File: config.mk
export PLATFORM = sky130hd
export DESIGN_NAME = fetch_unit_flat
export DESIGN_NICKNAME = d
export VERILOG_FILES = /design/src/rtl/fetch_unit_if.sv /design/src/rtl/fetch_unit.sv /design/src/flat_wrapper.sv
export SDC_FILE = /design/constraint.sdc
export NUM_CORES = 1
export LEC_CHECK = 0
export ABC_AREA = 1
export CAP_MARGIN = 20
export CORE_MARGIN = 2
export CORE_UTILIZATION = 55
export DETAILED_ROUTE_END_ITERATION = 10
export PLACE_DENSITY = 0.79
export SETUP_SLACK_MARGIN = 0.2
export SLEW_MARGIN = 25
export SYNTH_ARGS = -nofsm -noshare
export SYNTH_HDL_FRONTEND = slang
export SYNTH_SLANG_ARGS = --single-unit
File: constraint.sdc
create_clock -name clk -period 3.5 [get_ports clk]
set_input_delay 0.7 -clock clk [delete_from_list [all_inputs] [get_ports clk]]
set_output_delay 0.7 -clock clk [all_outputs]
set_load 0.005 [all_outputs]
File: src/rtl/fetch_unit_if.sv
// Fetch unit bus: control from the pipeline, instruction memory port and decode handshake.
// The master modport is the fetch unit side; slave is memory plus decode.
interface fetch_unit_if;
  localparam int unsigned AW = 16;
  localparam int unsigned DW = 16;
  localparam int unsigned CW = 4;

  logic          halt;
  logic          redirect;
  logic [AW-1:0] redirect_pc;
  logic          imem_req;
  logic [AW-1:0] imem_addr;
  logic [DW-1:0] imem_data;
  logic [DW-1:0] ir;
  logic [AW-1:0] ir_pc;
  logic          ir_valid;
  logic          ir_ready;
  logic [CW-1:0] count;

  modport master (
    input  halt, redirect, redirect_pc, imem_data, ir_ready,
    output imem_req, imem_addr, ir, ir_pc, ir_valid, count
  );

  modport slave (
    output halt, redirect, redirect_pc, imem_data, ir_ready,
    input  imem_req, imem_addr, ir, ir_pc, ir_valid, count
  );
endinterface

File: src/rtl/fetch_unit.sv
// Instruction fetch unit: credit-limited sequential fetch into a circular queue,
// with redirect flush, halt freeze and one-cycle memory read latency.
module fetch_unit #(
  parameter int unsigned DEPTH   = 4,
  parameter logic [15:0] RESETPC = 16'h0000
) (
  input  logic         clk,
  input  logic         reset,
  fetch_unit_if.master bus
);
  localparam int unsigned PTR_W = (DEPTH > 1) ? $clog2(DEPTH) : 1;
  localparam int unsigned CNT_W = 4;
  localparam int unsigned AW    = 16;
  localparam int unsigned DW    = 16;

  typedef struct packed {
    logic [AW-1:0] pc;
    logic [DW-1:0] ins;
  } entry_t;

  entry_t           q_mem [DEPTH];
  entry_t           wr_entry;
  entry_t           head_entry;

  logic [AW-1:0]    fpc_q, fpc_d;
  logic [AW-1:0]    inf_pc_q, inf_pc_d;
  logic             inf_q, inf_d;
  logic [PTR_W-1:0] head_q, head_d;
  logic [PTR_W-1:0] tail_q, tail_d;
  logic [CNT_W-1:0] count_q, count_d;

  logic             req_c;
  logic             enq_c;
  logic             deq_c;

  // Credit rule: queued plus in-flight words never exceed DEPTH, so an arriving word always fits.
  always_comb begin
    req_c = !reset && !bus.redirect && !bus.halt &&
            ((count_q + CNT_W'(inf_q)) < CNT_W'(DEPTH));
    enq_c = inf_q && !bus.redirect && !reset;
    deq_c = (count_q != '0) && bus.ir_ready;
  end

  always_comb begin
    fpc_d    = fpc_q;
    inf_d    = inf_q;
    inf_pc_d = inf_pc_q;
    head_d   = head_q;
    tail_d   = tail_q;
    count_d  = count_q;
    if (bus.redirect) begin
      // Flush wins over any concurrent dequeue; the returning word is dropped.
      fpc_d   = bus.redirect_pc;
      inf_d   = 1'b0;
      head_d  = '0;
      tail_d  = '0;
      count_d = '0;
    end else begin
      inf_d = req_c;
      if (req_c) begin
        fpc_d    = fpc_q + 16'd1;
        inf_pc_d = fpc_q;
      end
      if (enq_c) tail_d = tail_q + PTR_W'(1);
      if (deq_c) head_d = head_q + PTR_W'(1);
      count_d = count_q + CNT_W'(enq_c) - CNT_W'(deq_c);
    end
  end

  always_ff @(posedge clk) begin
    if (reset) begin
      fpc_q    <= RESETPC;
      inf_q    <= 1'b0;
      inf_pc_q <= '0;
      head_q   <= '0;
      tail_q   <= '0;
      count_q  <= '0;
    end else begin
      fpc_q    <= fpc_d;
      inf_q    <= inf_d;
      inf_pc_q <= inf_pc_d;
      head_q   <= head_d;
      tail_q   <= tail_d;
      count_q  <= count_d;
    end
  end

  always_comb begin
    wr_entry.pc  = inf_pc_q;
    wr_entry.ins = bus.imem_data;
  end

  // Queue storage needs no reset: outputs are masked while the queue is empty.
  always_ff @(posedge clk) begin
    if (enq_c) q_mem[tail_q] <= wr_entry;
  end

  assign head_entry    = q_mem[head_q];
  assign bus.imem_req  = req_c;
  assign bus.imem_addr = fpc_q;
  assign bus.ir_valid  = (count_q != '0);
  assign bus.ir        = (count_q != '0) ? head_entry.ins : '0;
  assign bus.ir_pc     = (count_q != '0) ? head_entry.pc  : '0;
  assign bus.count     = count_q;

endmodule

File: src/flat_wrapper.sv
// flat-port wrapper written by rule: the top's interface ports become plain ports
module fetch_unit_flat 
#(
  parameter int unsigned DEPTH   = 4,
  parameter logic [15:0] RESETPC = 16'h0000
)
  (clk, reset, bus_halt, bus_redirect, bus_redirect_pc, bus_imem_data, bus_ir_ready, bus_imem_req, bus_imem_addr, bus_ir, bus_ir_pc, bus_ir_valid, bus_count);
  fetch_unit_if bus_i ();
  input  logic clk;
  input  logic reset;
  input wire logic [$bits(bus_i.halt)-1:0] bus_halt;
  input wire logic [$bits(bus_i.redirect)-1:0] bus_redirect;
  input wire logic [$bits(bus_i.redirect_pc)-1:0] bus_redirect_pc;
  input wire logic [$bits(bus_i.imem_data)-1:0] bus_imem_data;
  input wire logic [$bits(bus_i.ir_ready)-1:0] bus_ir_ready;
  output wire logic [$bits(bus_i.imem_req)-1:0] bus_imem_req;
  output wire logic [$bits(bus_i.imem_addr)-1:0] bus_imem_addr;
  output wire logic [$bits(bus_i.ir)-1:0] bus_ir;
  output wire logic [$bits(bus_i.ir_pc)-1:0] bus_ir_pc;
  output wire logic [$bits(bus_i.ir_valid)-1:0] bus_ir_valid;
  output wire logic [$bits(bus_i.count)-1:0] bus_count;
  assign bus_i.halt = bus_halt;
  assign bus_i.redirect = bus_redirect;
  assign bus_i.redirect_pc = bus_redirect_pc;
  assign bus_i.imem_data = bus_imem_data;
  assign bus_i.ir_ready = bus_ir_ready;
  assign bus_imem_req = bus_i.imem_req;
  assign bus_imem_addr = bus_i.imem_addr;
  assign bus_ir = bus_i.ir;
  assign bus_ir_pc = bus_i.ir_pc;
  assign bus_ir_valid = bus_i.ir_valid;
  assign bus_count = bus_i.count;
  fetch_unit #(.DEPTH(DEPTH), .RESETPC(RESETPC)) u_core (.clk(clk), .reset(reset), .bus(bus_i));
endmodule
# Yosys cells after proc, flatten, opt, wreduce, memory -nomap -nowiden
# Memories as Yosys holds them, arrays and structs flattened. A register that Yosys moved wholly into a read port is not among the register bits.
# Cells that the tools add are included.
totals:
  ff_bits: 41
  ramBits: 128
  input_bits: 37
  n_memories: 1
memory_table:
  columns: ["name", "depth", "word_bits", "read_ports", "rd_clocked_by_memory_dff", "write_ports", "line_no", "text"]
  rows:
  - ["u_core.q_mem", 4, 32, 1, 1, 1, "fetch_unit.sv:21", "entry_t q_mem [DEPTH];"]
op_classes:
  n_addsub: 6
  n_lt_le_gt_ge: 1
  muxes: 8
  bitwise_logic: 1
  n_reduce_logical: 13
ops:
  columns: ["operator", "count"]
  rows:
  - ["2-to-1 mux 16 bit", 4]
  - ["adder 16 x 1 -> 16 bit (second input constant)", 1]
  - ["adder 4 x 1 -> 4 bit", 2]
  - ["logical AND 1 bit", 6]
  - ["adder 2 x 1 -> 2 bit (second input constant)", 2]
  - ["< comparator 4 x 3 -> 1 bit (second input constant)", 1]
  - ["2-to-1 mux 2 bit", 2]
  - ["nonzero test 4 bit", 1]
  - ["subtractor 4 x 1 -> 4 bit", 1]
  - ["logical NOT 1 bit", 3]
  - ["2-to-1 mux 1 bit", 2]
  - ["AND reduction 2 bit", 1]
  - ["nonzero test 2 bit", 1]
  - ["OR reduction 2 bit", 1]
  - ["NOT 1 bit", 1]

# Logic depth before layout (Yosys ltp)
# Gate-level depths: netlist of the first run.
depth:
  depth_word: 6
  ltp_mapped: 12

# Worst setup path after synthesis of the first run
# Ideal clock, no wire load.
synth_path:
  path_type: "input port to flip-flop"
  from: "input reset"
  to: "memory u_core.q_mem[0][0] (netlist name), enable pin"
  setup_time_ps: 421
  arrival_ps: 2490
  t_required_ps: 3079
  path_slack_ps: 589
  stages: 4
  path_buffers: 1
  cell_sequence: "buf_6 > nor2_2 > nand2_1 > nor2_1"
synth_between:
  elab_chain_len: 4
synth_rtl:
  columns: ["element", "line_no", "text"]
  rows:
  - ["from (decl)", "flat_wrapper.sv:10", "input logic reset;"]
  - ["logical NOT 1 bit", "fetch_unit.sv:40", "enq_c = inf_q && !bus.redirect && !reset;"]
  - ["logical AND 1 bit", "fetch_unit.sv:40", null]
  - ["2-to-1 mux 1 bit", "fetch_unit.sv:95", "if (enq_c) q_mem[tail_q] <= wr_entry;"]
  - ["2-to-1 mux 1 bit (implied by the code)", "fetch_unit.sv:95", null]
  - ["to (decl)", "fetch_unit.sv:21", null]
# Every way passes these cells.

# Worst setup path after layout of the first run
layout_path:
  from: "input bus_redirect"
  to: "output bus_imem_req"
layout_between:
  elab_chain_len: 4
layout_rtl:
  columns: ["element", "line_no", "text"]
  rows:
  - ["from (decl)", "flat_wrapper.sv:12", "input wire logic [$bits(bus_i.redirect)-1:0] bus_redirect;"]
  - ["logical NOT 1 bit", "fetch_unit.sv:38", "req_c = !reset && !bus.redirect && !bus.halt &&"]
  - ["logical AND 1 bit (3 in a row)", "fetch_unit.sv:38", null]
  - ["to (decl)", "flat_wrapper.sv:16", "output wire logic [$bits(bus_i.imem_req)-1:0] bus_imem_req;"]
# Every way passes these cells.

==> impl_metrics.tcl, run 1 <==
set metrics [dict create \
    antenna_found_initial 0 \
    ys_seq_elements 171 \
    peakVddDrop_uv 370 \
    timing.final.crit_share_pct 89.6 \
    wl_per_cell_um 15.7 \
    holdBufCountCts 0 \
    tightest_slew_ns 0.636 \
    finalMaxSlewViolations 0 \
    final_common_cell "nor2_1" \
    final_cell_mix "161 x nor2_1, 128 x edfxtp_1, 90 x clkdlybuf4s50_1, 85 x o21ai_0, 79 x nand2_1" \
    p_per_area_nw_per_um2 554 \
    fmax_ghz 0.319 \
    dpl-instance-area_sq_um 8280 \
    io_pins 91 \
    yosys_warnings 0 \
    ys_types 27 \
    final-seq-area_sq_um 4710 \
    worstPathArrival_ns 2.43 \
    netlist_instances 713 \
    drc 0 \
    synth_enable_flop_cells 128 \
    ys_top_cells_by_area "edfxtp_1 53%, dfxtp_1 12%, nor2_1 8.7%" \
    overflow 0 \
    status "completed" \
    cp-start-kind "input pin" \
    cap_violations 0 \
    globalplace.congestion 0.871 \
    synthArstFlopShare_pct 0 \
    syn_area_sq_um 7200 \
    pre_cts_slack_ns 0.346 \
    grt_first_pass_wirelength_mm 25.3 \
    path_class "input pin to output port" \
    rsz0062_at_grt "false" \
    synth_flop_cell "edfxtp_1" \
    synth.avg_cell_area_sq_um 10.1 \
    layout.nets 850 \
    grt_usage_pct 23.0 \
    h-tree-depth 4 \
    grt_max_degree 65 \
    vias 5283 \
    clk_pin_slew_ns 0.06 \
    diodes 0 \
    drt-pass1-iter-count 5 \
    clkLatencyLatePin_ns 0.42 \
    core_area_sq_um 12700 \
    yosysTopAreaCellShare_pct 53.4 \
    areaGrowthSynthToFinish_pct 23.0 \
    finClkSkew_ns 0.00753 \
    syn-num-nets 762 \
    totalWireLength_mm 15.5 \
    cp_max_fo 12 \
    endpoint_kind "output port" \
    fp-row-count 41 \
    setup_ws_ns 0.365 \
    io_buffers 90 \
    setup_viol 0 \
    cts_root_buffer "clkbuf_16" \
    cts_resized 0 \
    cts_made_buffers 17 \
    cts_tree "built" \
    multi_input_area_sq_um 2180 \
    dieArea_sq_um 14000 \
    die_w_um 118 \
    power_leakage_nw 3.21 \
    start_util_pct 56.6 \
    p_total_w 0.00490 \
    die_height_um 118 \
    layout-drive-gt1-share_pct 7.00 \
    postCtsSetupBuffers 0 \
    grt_pass1_vias 5205 \
    post-dp-hpwl_mm 9.34 \
    drtIter0Drc 651 \
    final_hold_viol_count 0 \
    seq_area_frac_synth_pct 65.4 \
    numClockSinks 171 \
    hold_path_class "flip-flop to flip-flop" \
    clock_path_buffers 2 \
    postRouteAntennaNets 0 \
    required_ns 2.80 \
    fin_tns_setup_ns 0 \
    yosys.area.top_type "edfxtp_1" \
    slew_headroom_pct 57.5 \
    design_area_sq_um 8860 \
    n_fill_cell 956 \
    period_needed_ns 3.13 \
    via_per_inst 5.36 \
]
worst max-delay path: stages:
cell	delay, ns
clkdlybuf4s50_1	0.44
inv_2	0.19
nand2_1	0.18
nor2_1	0.15
nand3_2	0.10
nor2_2	0.15
clkdlybuf4s50_1	0.52
path summary, 6_finish.rpt:
check / endpoint / start / cells after the start / slack, ns
worst max-delay path: bus_imem_req / bus_redirect / 7 / 0.37
worst min-delay path: flip-flop / u_core.head_q[0] / 1 / 0.49
worst max register to register: u_core.bus.count[2] / u_core.bus.count[2] / 13 / 0.83
worst min register to register: flip-flop / u_core.head_q[0] / 1 / 0.49
cell families (layout without fill, tap and decap cells):
| kind of cell | count (synthesis) | after routing | share of synthesized area, % |
|---|---|---|---|
| xor+xnor | 5 | 5 | 0.608 |
| compound gates | 150 | 150 | 10.7 |
| flops | 171 | 171 | 65.4 |
| fa+ha+maj | 12 | 12 | 2.19 |
| simple gates | 293 | 293 | 16.4 |
| buf+inv | 82 | 183 | 4.75 |
metrics by stage:
step	hold WS [ns]	utilization, %	instances
after floorplan	0.436	-	713
after global placement	0.456	65.1	954
after detailed placement	0.468	65.1	954
after CTS	0.483	69.6	986
after global routing	0.501	69.6	986
final	0.487	69.6	986
cell type report:
class | count | share of cell area (%)
clock buffer | 26 | 5.65
sequential | 171 | 53.1
timing repair buffer | 103 | 11.3
clock inverter | 6 | 0.721
inverter | 48 | 2.08
multi-input combinational | 460 | 24.7
tap | 172 | 2.43
layer usage:
layer | GRT usage [%] | share of wire [%] | vias up
met5 | 0 | 0 | -
met2 | 38.1 | 49 | 205
met4 | 6.99 | 0.94 | 0
met1 | 29.8 | 44 | 2465
li1 | - | - | 2599
met3 | 6.08 | 6.2 | 14
synthesized netlist by cell type (3+ instances only):
library cell  number
nor2_1           166
edfxtp_1         128
o21ai_0           85
nand2_1           79
a21oi_1           55
inv_1             44
dfxtp_1           43
nand3_1           36
clkbuf_1          20
ha_1              11
nand4_1            8
buf_2              5
o21ai_1            5
buf_1              4
xor2_1             4
a21oi_2            3
buf_6              3
inv_2              3
where the power goes:
group | switching, W | leakage [nW] | internal (W)
Clock | 0.000716 | 0.270 | 0.00106
Combinational | 0.000426 | 1.43 | 0.000411
Sequential | 0.0000581 | 1.52 | 0.00223
Total | 0.00120 | 3.21 | 0.00370
flip-flops by register name (all words and copies together), names as in the netlist, named ones only:
name,cells
u_core.bus.count,4
u_core.head_q,2
u_core.q_mem,128
u_core.tail_q,2
u_core.bus.imem_addr,16
u_core.inf_pc_q,16
u_core.inf_q,1
(Power assumes the default switching activity.)
==> run 2, diff against run 1 <==
--- a/config.mk
+++ b/config.mk
@@ -6,11 +6,10 @@
 export NUM_CORES = 1
 export LEC_CHECK = 0
 export ABC_AREA = 1
-export CAP_MARGIN = 20
 export CORE_MARGIN = 2
 export CORE_UTILIZATION = 55
 export DETAILED_ROUTE_END_ITERATION = 10
-export PLACE_DENSITY = 0.79
+export PLACE_DENSITY = 0.89
 export SETUP_SLACK_MARGIN = 0.2
 export SLEW_MARGIN = 25
 export SYNTH_ARGS = -nofsm -noshare
==> impl_metrics.tcl, run 2 (same netlist as run 1, synthesis figures left out) <==
set metrics [dict create \
    status "completed" \
    largest_register_ffs 128 \
    cp_max_fo 12 \
    dieArea_sq_um 14000 \
    path_class "input pin to output port" \
    cts_tree "built" \
    grt_pass1_vias 5133 \
    totalWireLength_mm 15.3 \
    worstPathArrival_ns 2.46 \
    final-seq-area_sq_um 4710 \
    drt-pass1-iter-count 4 \
    drtIter0Drc 527 \
    die_height_um 118 \
    layout-drive-gt1-share_pct 7.38 \
    diodes 0 \
    fmax_ghz 0.316 \
    dpl-instance-area_sq_um 8300 \
    die_w_um 118 \
    cts_root_buffer "clkbuf_16" \
    clkLatencyLatePin_ns 0.43 \
    period_needed_ns 3.16 \
    slew_headroom_pct 57.2 \
    post-dp-hpwl_mm 9.19 \
    cap_violations 0 \
    numClockSinks 171 \
    clk_pin_slew_ns 0.06 \
    antenna_found_initial 0 \
    power_leakage_nw 3.25 \
    endpoint_kind "output port" \
    setup_viol 0 \
    io_buffers 90 \
    final_hold_viol_count 0 \
    grt_max_degree 65 \
    p_per_area_nw_per_um2 574 \
    core_area_sq_um 12700 \
    postCtsSetupBuffers 0 \
    clock_path_buffers 2 \
    hold_path_class "flip-flop to flip-flop" \
    h-tree-depth 4 \
    areaGrowthSynthToFinish_pct 24.4 \
    finClkSkew_ns 0.00663 \
    start_util_pct 56.6 \
    required_ns 2.80 \
    fp-row-count 41 \
    rsz0062_at_grt "false" \
    fin_tns_setup_ns 0 \
    drc 0 \
    fin_hold_ws_ns 0.483 \
    layout.nets 849 \
    overflow 0 \
    postRouteAntennaNets 0 \
    regMostFlops "u_core.q_mem" \
    final_cell_mix "161 x nor2_1, 128 x edfxtp_1, 90 x clkdlybuf4s50_1, 85 x o21ai_0, 79 x nand2_1" \
    n_fill_cell 919 \
    design_area_sq_um 8960 \
    setup_ws_ns 0.337 \
    via_per_inst 5.38 \
    vias 5298 \
    cp-start-kind "input pin" \
    peakVddDrop_uv 321 \
    final_common_cell "nor2_1" \
    tightest_slew_ns 0.641 \
    finalMaxSlewViolations 0 \
    grt_first_pass_wirelength_mm 25.0 \
    timing.final.crit_share_pct 90.4 \
    globalplace.congestion 0.857 \
    io_pins 91 \
    pre_cts_slack_ns 0.345 \
    final_util_pct 70.4 \
    cts_made_buffers 17 \
    wl_per_cell_um 15.6 \
    multi_input_area_sq_um 2180 \
    grt_usage_pct 22.9 \
]
==> run 2: cell count changes in the layout (fill, tap and decap cells not counted), sizes merged <==
cell and delta:
clkinvlp +2, bufinv +4, buf -1, clkinv +2
clkbuf -8
==> run 2: layout make-up <==
class                   count  area share (%)
flip-flops and latches    171            52.5
repair buffers            102            11.4
multi-input cells         460            24.4
clock buffers              18            4.79
clock inverters            14            2.44
well taps                 172            2.40
inverters                  48            2.05
==> run 2: stage by stage <==
step           std cells  power [W]
3_5_place_dp         953    0.00317
5_1_grt              985    0.00534
3_3_place_gp         953    0.00315
4_1_cts              985    0.00516
6_report             985    0.00514
2_1_floorplan        713    0.00269
==> run 2: worst max-delay path, cell delays in order <==
cell	delay (ns)
clkdlybuf4s50_1	0.43
inv_2	0.18
nand2_1	0.18
nor2_1	0.15
nand3_2	0.10
nor2_2	0.18
clkdlybuf4s50_1	0.54
==> run 2: worst paths after layout <==
kind	startpoint	to	slack, ns	cells after the start
worst min register to register	u_core.head_q[1]	flip-flop	0.48	2
worst min-delay path	u_core.head_q[1]	flip-flop	0.48	2
worst max register to register	u_core.bus.count[2]	u_core.bus.count[2]	0.84	13
worst max-delay path	bus_redirect	bus_imem_req	0.34	7
==> run 2: power breakdown <==
| group | leakage [nW] | total [W] | internal (W) | switching, W |
|---|---|---|---|---|
| logic | 1.43 | 0.000845 | 0.000412 | 0.000433 |
| clock network | 0.300 | 0.00201 | 0.00127 | 0.000741 |
| registers | 1.52 | 0.00229 | 0.00223 | 0.0000593 |
| total | 3.25 | 0.00514 | 0.00391 | 0.00123 |
==> run 2: timing repair <==
| item | 4_1_cts | 5_1_grt |
|---|---|---|
| hold buffers | 0 | 0 |
| resized for setup | 0 | 2 |
| endpoints found under the setup margin | 0 | 18 |
==> run 2: routing by layer <==
metal	global-route usage (%)	routed length, um	up-vias
met5	0	0	-
met4	8.56	275	0
met3	4.97	1030	24
met2	38.8	7710	218
met1	28.9	6310	2457
li1	-	-	2599
==> run 3, diff against run 2 <==
--- a/config.mk
+++ b/config.mk
@@ -6,12 +6,12 @@
 export NUM_CORES = 1
 export LEC_CHECK = 0
 export ABC_AREA = 1
+export ABC_CLOCK_PERIOD_IN_PS = 3500
 export CORE_MARGIN = 2
 export CORE_UTILIZATION = 55
 export DETAILED_ROUTE_END_ITERATION = 10
 export PLACE_DENSITY = 0.89
 export SETUP_SLACK_MARGIN = 0.2
-export SLEW_MARGIN = 25
 export SYNTH_ARGS = -nofsm -noshare
 export SYNTH_HDL_FRONTEND = slang
 export SYNTH_SLANG_ARGS = --single-unit
==> impl_metrics.tcl, run 3 (same netlist as run 1, synthesis figures left out) <==
set metrics [dict create \
    die_height_um 118 \
    regMostFlops "u_core.q_mem" \
    rrSetupSlack_ns 0.85 \
    timing.final.crit_share_pct 91.5 \
    path_class "flip-flop to output port" \
    hold_path_end "u_core.head_q[1]" \
    areaGrowthSynthToFinish_pct 24.4 \
    drt-pass1-iter-count 5 \
    power_leakage_nw 3.25 \
    h-tree-depth 4 \
    drtIter0Drc 497 \
    status "completed" \
    fp-row-count 41 \
    hold_path_startpoint "u_core.head_q[1]" \
    diodes 0 \
    r2r_cells 13 \
    period_needed_ns 3.20 \
    core_area_sq_um 12700 \
    holdBufCountCts 0 \
    n_fill_cell 909 \
    drc 0 \
    final_cell_mix "161 x nor2_1, 128 x edfxtp_1, 90 x clkdlybuf4s50_1, 85 x o21ai_0, 79 x nand2_1" \
    fin_hold_ws_ns 0.482 \
    grt_max_degree 65 \
    clk_pin_slew_ns 0.06 \
    slew_headroom_pct 23.2 \
    finClkSkew_ns 0.00753 \
    wl_per_cell_um 16.0 \
    post-dp-hpwl_mm 9.17 \
    grt_usage_pct 23.4 \
    grt_pass1_vias 5277 \
    design_area_sq_um 8960 \
    die_w_um 118 \
    required_ns 2.80 \
    final_common_cell "nor2_1" \
    io_buffers 90 \
    rsz0062_at_grt "true" \
    peakVddDrop_uv 345 \
    tightest_slew_ns 1.15 \
    rr_startpoint "u_core.bus.count[2]" \
    dpl-instance-area_sq_um 8300 \
    clkLatencyLatePin_ns 0.42 \
    cts_tree "built" \
    largest_register_ffs 128 \
    p_per_area_nw_per_um2 576 \
    finalMaxSlewViolations 0 \
    start_util_pct 56.6 \
    postRouteAntennaNets 0 \
    globalplace.congestion 0.857 \
    totalWireLength_mm 15.8 \
    fmax_ghz 0.312 \
    setup_viol 0 \
    worstPathArrival_ns 2.50 \
    grt_first_pass_wirelength_mm 25.5 \
    overflow 0 \
    cp_max_fo 32 \
    layout-drive-gt1-share_pct 7.26 \
    cts_root_buffer "clkbuf_16" \
    numClockSinks 171 \
    endpoint_kind "output port" \
    cap_violations 0 \
    fin_tns_setup_ns 0 \
    layout.nets 849 \
    io_pins 91 \
    via_per_inst 5.45 \
    hold_path_class "flip-flop to flip-flop" \
    final_hold_viol_count 0 \
    antenna_found_initial 0 \
    clock_path_buffers 2 \
    cp-start-kind "flip-flop" \
    p_total_w 0.00516 \
    cts_made_buffers 17 \
    dieArea_sq_um 14000 \
    r2r-end "u_core.bus.count[2]" \
    vias 5365 \
    final_util_pct 70.4 \
    hold_depth 2 \
]
[run 3: changes by cell type in the layout (fill, tap and decap cells not counted)]
cell	previous run	this run
inv_2	4	3
inv_1	43	44
[run 3: timing repair]
action,4_1_cts,5_1_grt
setup endpoints to repair,0,17
endpoints found under the hold margin,0,0
buffers inserted,0,0
gates resized for setup,0,2
[run 3: routing by layer]
| metal | up-vias | GRT usage, % | wire length (um) |
|---|---|---|---|
| met5 | - | 0 | 0 |
| met4 | 0 | 7.44 | 200 |
| met3 | 22 | 5.26 | 1070 |
| met2 | 230 | 40.5 | 8060 |
| met1 | 2518 | 29.1 | 6430 |
| li1 | 2595 | - | - |
[run 3: how the worst max path moves through the flow]
stage                             from                  to  slack, ns  cells past startpoint
after floorplan                  reset  u_core.q_mem[0][0]       0.59                      4
after global placement    bus_redirect        bus_imem_req       0.41                      7
after detailed placement  bus_redirect        bus_imem_req       0.35                      7
after global routing         flip-flop        bus_ir_pc[1]       0.15                      5
final                        flip-flop        bus_ir_pc[1]       0.30                      5
after CTS                    flip-flop        bus_ir_pc[1]       0.23                      5
[run 3: layout make-up]
| type | instances | area [sq um] | share of cell area (%) |
|---|---|---|---|
| Tap cell | 172 | 215 | 2.40 |
| Sequential cell | 171 | 4710 | 52.5 |
| Clock buffer | 18 | 429 | 4.79 |
| Timing Repair Buffer | 102 | 1020 | 11.4 |
| Multi-Input combinational cell | 460 | 2180 | 24.4 |
| Clock inverter | 14 | 219 | 2.44 |
| Inverter | 48 | 184 | 2.05 |
[run 3: worst max-delay path, cell delays in order (launching register included)]
cell             delay [ns]
dfxtp_1                0.32
inv_1                  0.83
nor2_1                 0.14
o21ai_0                0.14
a21oi_1                0.14
clkdlybuf4s50_1        0.51
[run 3: power breakdown]
group	internal, W	total [W]	leakage, nW	switching, W
clock network	0.00127	0.00202	0.300	0.000755
logic	0.000412	0.000843	1.43	0.000431
registers	0.00223	0.00229	1.52	0.0000595
[run 3: metrics by stage]
stage / worst slack, ns / instances
2_1_floorplan: 0.589 / 713
3_3_place_gp: 0.413 / 953
3_5_place_dp: 0.350 / 953
4_1_cts: 0.233 / 985
5_1_grt: 0.147 / 985
6_report: 0.297 / 985
